File: config.mk
export PLATFORM = sky130hd
export DESIGN_NAME = mux_scan_sequencer_flat
export DESIGN_NICKNAME = d
export VERILOG_FILES = /design/src/rtl/mux_scan_sequencer_if.sv /design/src/rtl/mux_scan_sequencer.sv /design/src/flat_wrapper.sv
export SDC_FILE = /design/constraint.sdc
export NUM_CORES = 1
export LEC_CHECK = 0
export ABC_AREA = 1
export BUFFER_PORTS_ARGS = -buffer_cell sky130_fd_sc_hd__buf_4
export CORE_AREA = 2 2 46 48
export DETAILED_ROUTE_END_ITERATION = 10
export DIE_AREA = 0 0 48 50
export PLACE_DENSITY = 0.69
export SETUP_SLACK_MARGIN = 0.05
export SYNTH_ARGS = -nofsm -noshare
export SYNTH_HDL_FRONTEND = slang
export SYNTH_SLANG_ARGS = --single-unit
File: constraint.sdc
create_clock -name CLK -period 1.35 [get_ports CLK]
set_clock_uncertainty 0.15 [all_clocks]
set_input_delay 0.405 -clock CLK [delete_from_list [all_inputs] [get_ports CLK]]
set_output_delay 0.405 -clock CLK [all_outputs]
set_load 0.02 [all_outputs]
File: src/rtl/mux_scan_sequencer_if.sv
// rtl/mux_scan_sequencer_if.sv - scan request, mux select/sample and captured-word bundle
interface mux_scan_sequencer_if;
    logic       START;
    logic       Y;
    logic [2:0] S;
    logic       BUSY;
    logic       DONE;
    logic [7:0] D;

    modport master (
        input  START,
        input  Y,
        output S,
        output BUSY,
        output DONE,
        output D
    );

    modport slave (
        output START,
        output Y,
        input  S,
        input  BUSY,
        input  DONE,
        input  D
    );
endinterface

File: src/rtl/mux_scan_sequencer.sv
// rtl/mux_scan_sequencer.sv - steps an 8:1 mux select through all channels and captures one word
// Optional MUX_SCAN_SETTLE_EN: hold each channel SETTLE cycles; otherwise advance every cycle.
module mux_scan_sequencer #(
    parameter int SETTLE = 2
) (
    input logic                  CLK,
    input logic                  RST,
    mux_scan_sequencer_if.master bus
);

    typedef enum logic {
        IDLE,
        SCAN
    } state_t;

    state_t     state_q, state_d;
    logic [2:0] s_q, s_d;
    logic       busy_q, busy_d;
    logic       done_q, done_d;
    logic [7:0] d_q, d_d;
    logic [7:0] shadow_q, shadow_d;
    logic       sample;

`ifdef MUX_SCAN_SETTLE_EN
    localparam logic [3:0] SETTLE_LAST = 4'(SETTLE - 1);

    logic [3:0] cnt_q, cnt_d;

    // Y is taken on the last cycle of the hold window for the current channel.
    assign sample = (cnt_q == SETTLE_LAST);
`else
    logic [3:0] unused_settle;

    assign unused_settle = 4'(SETTLE - 1);
    assign sample        = 1'b1;
`endif

    always_comb begin
        state_d  = state_q;
        s_d      = s_q;
        busy_d   = busy_q;
        done_d   = 1'b0;
        d_d      = d_q;
        shadow_d = shadow_q;
`ifdef MUX_SCAN_SETTLE_EN
        cnt_d    = cnt_q;
`endif

        case (state_q)
            IDLE: begin
                s_d    = 3'd0;
                busy_d = 1'b0;
`ifdef MUX_SCAN_SETTLE_EN
                cnt_d  = 4'd0;
`endif
                if (bus.START) begin
                    state_d = SCAN;
                    busy_d  = 1'b1;
                end
            end

            SCAN: begin
`ifdef MUX_SCAN_SETTLE_EN
                cnt_d = cnt_q + 4'd1;
`endif
                if (sample) begin
                    shadow_d[s_q] = bus.Y;
`ifdef MUX_SCAN_SETTLE_EN
                    cnt_d         = 4'd0;
`endif
                    if (s_q == 3'd7) begin
                        // The last sample bypasses the shadow so D is complete on the same edge.
                        d_d     = {bus.Y, shadow_q[6:0]};
                        done_d  = 1'b1;
                        busy_d  = 1'b0;
                        s_d     = 3'd0;
                        state_d = IDLE;
                    end else begin
                        s_d = s_q + 3'd1;
                    end
                end
            end

            default: begin
                state_d = IDLE;
                s_d     = 3'd0;
                busy_d  = 1'b0;
            end
        endcase
    end

    always_ff @(posedge CLK) begin
        if (RST) begin
            state_q  <= IDLE;
            s_q      <= 3'd0;
            busy_q   <= 1'b0;
            done_q   <= 1'b0;
            d_q      <= 8'h00;
            shadow_q <= 8'h00;
`ifdef MUX_SCAN_SETTLE_EN
            cnt_q    <= 4'd0;
`endif
        end else begin
            state_q  <= state_d;
            s_q      <= s_d;
            busy_q   <= busy_d;
            done_q   <= done_d;
            d_q      <= d_d;
            shadow_q <= shadow_d;
`ifdef MUX_SCAN_SETTLE_EN
            cnt_q    <= cnt_d;
`endif
        end
    end

    assign bus.S    = s_q;
    assign bus.BUSY = busy_q;
    assign bus.DONE = done_q;
    assign bus.D    = d_q;

endmodule

File: src/flat_wrapper.sv
// flat-port wrapper written by rule: the top's interface ports become plain ports
module mux_scan_sequencer_flat 
#(
    parameter int SETTLE = 2
)
  (CLK, RST, bus_START, bus_Y, bus_S, bus_BUSY, bus_DONE, bus_D);
  mux_scan_sequencer_if bus_i ();
  input logic CLK;
  input logic RST;
  input wire logic [$bits(bus_i.START)-1:0] bus_START;
  input wire logic [$bits(bus_i.Y)-1:0] bus_Y;
  output wire logic [$bits(bus_i.S)-1:0] bus_S;
  output wire logic [$bits(bus_i.BUSY)-1:0] bus_BUSY;
  output wire logic [$bits(bus_i.DONE)-1:0] bus_DONE;
  output wire logic [$bits(bus_i.D)-1:0] bus_D;
  assign bus_i.START = bus_START;
  assign bus_i.Y = bus_Y;
  assign bus_S = bus_i.S;
  assign bus_BUSY = bus_i.BUSY;
  assign bus_DONE = bus_i.DONE;
  assign bus_D = bus_i.D;
  mux_scan_sequencer #(.SETTLE(SETTLE)) u_core (.CLK(CLK), .RST(RST), .bus(bus_i));
endmodule
# Word level (Yosys, flattened, before mapping)
# Index checks and enable logic that the tools add are counted.
# W data, S select, Z words.
# op_classes
n_addsub	1
order_cmp	2
n_eq_ne	2
mux	11
n_bitwise	1
reduce_logical	3
# ops
op	n
$bwmux W8	1
$pmux W3 S2	1
$mux W1	5
$lt A3 B4 Y1 const B	1
$pmux W1 S2	2
$add A3 B1 Y3 const B	1
$demux W1 S3	1
$eq A3 B3 Y1 const B	1
$ge A3 B1 Y1 const B	1
$mux W3	1
$ne A2 B2 Y1 const B	1
$reduce_and A2 Y1	1
$reduce_or A2 Y1	1
$logic_and A1 B1 Y1	1
$not A1 Y1	1
# word_totals
regBits	22
inputBits	4
output_inout_bits	13
elab_cells	26

# Longest topological paths before layout
# logic_depth
ltp_word	5
ltp_mapped	6
mapped_depth_nobuf	6

# Worst setup path before layout
# OpenSTA, ideal clock, no wires.
# synth_timing
path_kind	reg2reg
startpoint	register u_core.s_q[0], in the netlist u_core.bus.S[0]
endpoint	register u_core.d_q[0], in the netlist u_core.bus.D[0]
setup_time_ps	64
arrival_time_ps	1263
path_slack_ps	-127
stages_incl_launch_ff	7
n_path_buf	0
path_cell_list	dfxtp_1 ha_1 ha_1 nand2_1 inv_2 nor2_1 nor2_1
# synth_via
elab_chain_cells	2
# synth_lines
element	line_no	rtl
start: declaration	mux_scan_sequencer.sv:17	logic [2:0] s_q, s_d;
start signal: assignment	mux_scan_sequencer.sv:95	s_q <= 3'd0;
start signal: assignment	mux_scan_sequencer.sv:105	s_q <= s_d;
$eq A3 B3 Y1	mux_scan_sequencer.sv:71	if (s_q == 3'd7) begin
$reduce_and A2 Y1 (no source line)	--	
end signal: assignment	mux_scan_sequencer.sv:98	d_q <= 8'h00;
end signal: assignment	mux_scan_sequencer.sv:108	d_q <= d_d;
end: declaration	mux_scan_sequencer.sv:20	logic [7:0] d_q, d_d;
# No other way between the ends.
# A chain may end at the register's enable or synchronous reset.

# Worst setup path after layout
# layout_timing
startpoint	register u_core.s_q[0], in the netlist u_core.bus.S[0]
endpoint	output bus_S[0]
# layout_rtl
element	line_no	rtl
end: declaration	flat_wrapper.sv:12	output wire logic [$bits(bus_i.S)-1:0] bus_S;
# No word-level cell between the ends.

==> impl_metrics.py <==
metrics = {
    "global_route": {
        "antenna_found_initial": 0,
        "grt_max_degree": 13,
        "grt.total_usage_pct": 17.9,
        "overflow": 0,
        "grt_pass1_wl_um": 3040,
        "grt_pass1_vias": 692,
    },
    "timing": {
        "period_needed_ps": 1450,
        "rsz0062_at_grt": "yes",
        "final_hold_viol_count": 0,
        "fin_setup_tns_ps": -238,
        "fin_crit_sh_pct": 107,
        "tightest_slew_ps": 416,
        "fmax_mhz": 689,
        "worst_slack_ps": -100,
        "finalSetupViolations": 10,
        "slew_violations": 0,
        "slew_headroom_pct": 72.0,
    },
    "synth": {
        "syn-num-nets": 111,
        "synth_area_um2": 800,
        "seq_area_frac_synth_pct": 52.6,
        "yosys_warnings": 0,
        "syn_inst": 104,
        "syn_avg_cell_area_um2": 7.69,
        "ys_types": 12,
        "ys_seq_elements": 21,
    },
    "worst_setup_path": {
        "cp_max_fo": 2,
        "cp_top_family": "flip-flops",
        "worst-setup-path-type": "flip-flop to output pin",
        "end_kind": "output pin",
        "arrival_ps": 900,
        "crit_path_start_kind": "flip-flop",
        "critical_path.cell_chain": "buf_6 > buf_6",
        "critPathMaxStageDelay_ps": 360,
        "critPathRequiredTime_ps": 800,
        "worst-path-buf-inv": 2,
        "slowest_stage": "dfxtp_4",
        "worst_path_most_repeated_cell": "buf_6",
    },
    "clock_tree": {
        "clk-insertion-delay-late_ps": 310,
        "ctsLongestPathBuffers": 2,
        "numClockSinks": 21,
        "cts_buffers": 3,
        "cts-root-buf": "clkbuf_4",
        "htree_levels": 1,
        "cts-hold-fix-buffers": 0,
        "cts.clk_slew.worst_paths_ps": 110,
        "cts_tree": "done",
    },
    "drt": {
        "postRouteWirelength_um": 1970,
        "drt_iter0_drc": 15,
        "drc": 0,
        "dr_total_vias": 802,
        "dr.pass1.iters": 4,
        "viasPerCell": 4.92,
        "postRouteAntennaNets": 0,
        "wl_per_cell_um": 12.1,
    },
    "cells_and_area": {
        "fin_nets": 144,
        "diodes": 0,
        "fillCellCount": 141,
        "multi_input_area_um2": 493,
        "area_growth_pct": 65.1,
        "finalInstanceArea_um2": 1320,
        "final_util_pct": 69.4,
        "final_common_cell": "nor2_1",
        "regArea_um2": 448,
        "layout_common_cells": "nor2_1 (19), buf_6 (14), buf_4 (13), dfxtp_2 (10), inv_1 (8)",
        "drive_gt1_share_pct": 55.1,
    },
    "power_and_ir_drop": {
        "ir_drop_mv": 0.622,
        "leakagePower_nw": 0.555,
        "p_per_area_nw_per_um2": 795,
    },
    "job": {
        "drv_cap": 0,
    },
    "floorplan": {
        "coreArea_um2": 1900,
        "rows": 16,
        "io_pins": 17,
        "fp.dieW_um": 48,
        "die_h_um": 50,
        "start_util_pct": 42.0,
        "die_area_um2": 2400,
    },
    "place": {
        "dp_hpwl_um": 1200,
        "place.gp.congestion": 0.801,
        "portBuffers": 16,
        "post_dp_cell_area_um2": 988,
    },
    "worst_hold_path": {
        "hold_path.class": "primary input to flip-flop",
    },
    "outcome": {
        "status": "complete, but fails checks",
        "failed_checks": "negative setup slack",
    },
}
-- flip-flops by register name, indices dropped and copies added (netlist names) --
name / flops
u_core.bus.BUSY: 1
u_core.bus.DONE: 1
u_core.shadow_q: 7
u_core.bus.D: 8
u_core.state_q: 1
u_core.bus.S: 3
-- synthesized netlist by cell type --
cell type,count,share of area [%]
nor2_1,31,15
dfxtp_1,21,53
nand2_1,10,4.7
inv_1,9,4.2
o21ai_0,9,5.6
a21oi_1,8,5.0
nand3_1,8,5.0
ha_1,3,4.7
inv_2,2,0.94
buf_2,1,0.63
nor2_4,1,1.4
nor3_1,1,0.63
-- power breakdown --
part | switching (W) | internal, W
sequential | 0.0000134 | 0.000626
clock | 0.000197 | 0.000111
combinational | 0.0000586 | 0.0000440
total | 0.000269 | 0.000781
-- timing repair --
item	4_1_cts	5_1_grt
resized for setup	41	32
setup buffers	7	2
pin swaps	2	9
cloned	2	0
endpoints found under the setup margin	21	29
-- logic make-up (layout without fill, tap and decap cells) --
kind of cell | count (synthesis) | count (layout) | share of synthesized area, %
fa+ha+maj | 3 | 3 | 4.70
simple gates | 51 | 52 | 26.3
compound gates | 17 | 17 | 10.6
flops | 21 | 21 | 52.6
buf+inv | 12 | 43 | 5.79
-- worst reg2reg max path, cell delays in order (launching register included) --
cell and delay [ps]:
dfxtp_4 360, buf_4 130, ha_4 170, ha_4 180, nand2_8 110, inv_8 60
nor2_1 80, nor2_1 50
-- stage by stage --
step	worst slack (ps)	instances	hold WS (ps)	power, W
final	-100	163	106	0.00105
after global routing	-147	163	82.5	0.00111
after CTS	-103	161	96.8	0.00104
after detailed placement	23.8	148	325	0.000728
after global placement	54.0	148	318	0.000726
after floorplan	66.1	104	296	0.000699
-- final cells by class --
cell class / count / area share [%]
clock buffers: 3 / 1.71
clock inverters: 1 / 0.379
inverters: 11 / 3.89
multi-input cells: 72 / 37.3
flip-flops and latches: 21 / 33.9
well taps: 27 / 2.56
repair buffers: 27 / 19.3
repair inverters: 1 / 0.853
-- final timing paths --
path / start / end / slack [ps] / depth (start not counted)
setup / recovery: u_core.bus.S[0]$_SDFF_PP0_ / bus_S[0] / -100 / 2
hold / removal: RST / u_core.bus.DONE$_SDFF_PP0_ / 110 / 2
setup reg to reg: u_core.bus.S[0]$_SDFF_PP0_ / u_core.bus.D[3]$_SDFFE_PP0P_ / -20 / 7
hold reg to reg: u_core.shadow_q[3]$_SDFFE_PP0P_ / u_core.shadow_q[3]$_SDFFE_PP0P_ / 350 / 2
-- per-layer routing --
layer | GRT usage, % | part of all wire (%) | vias up
li1 | - | - | 398
met1 | 24.6 | 41 | 368
met2 | 25.1 | 51 | 29
met3 | 4.03 | 4.4 | 7
met4 | 9.91 | 2.8 | 0
met5 | 0 | 0 | -
No activity file was read; power rests on OpenSTA's default activity.
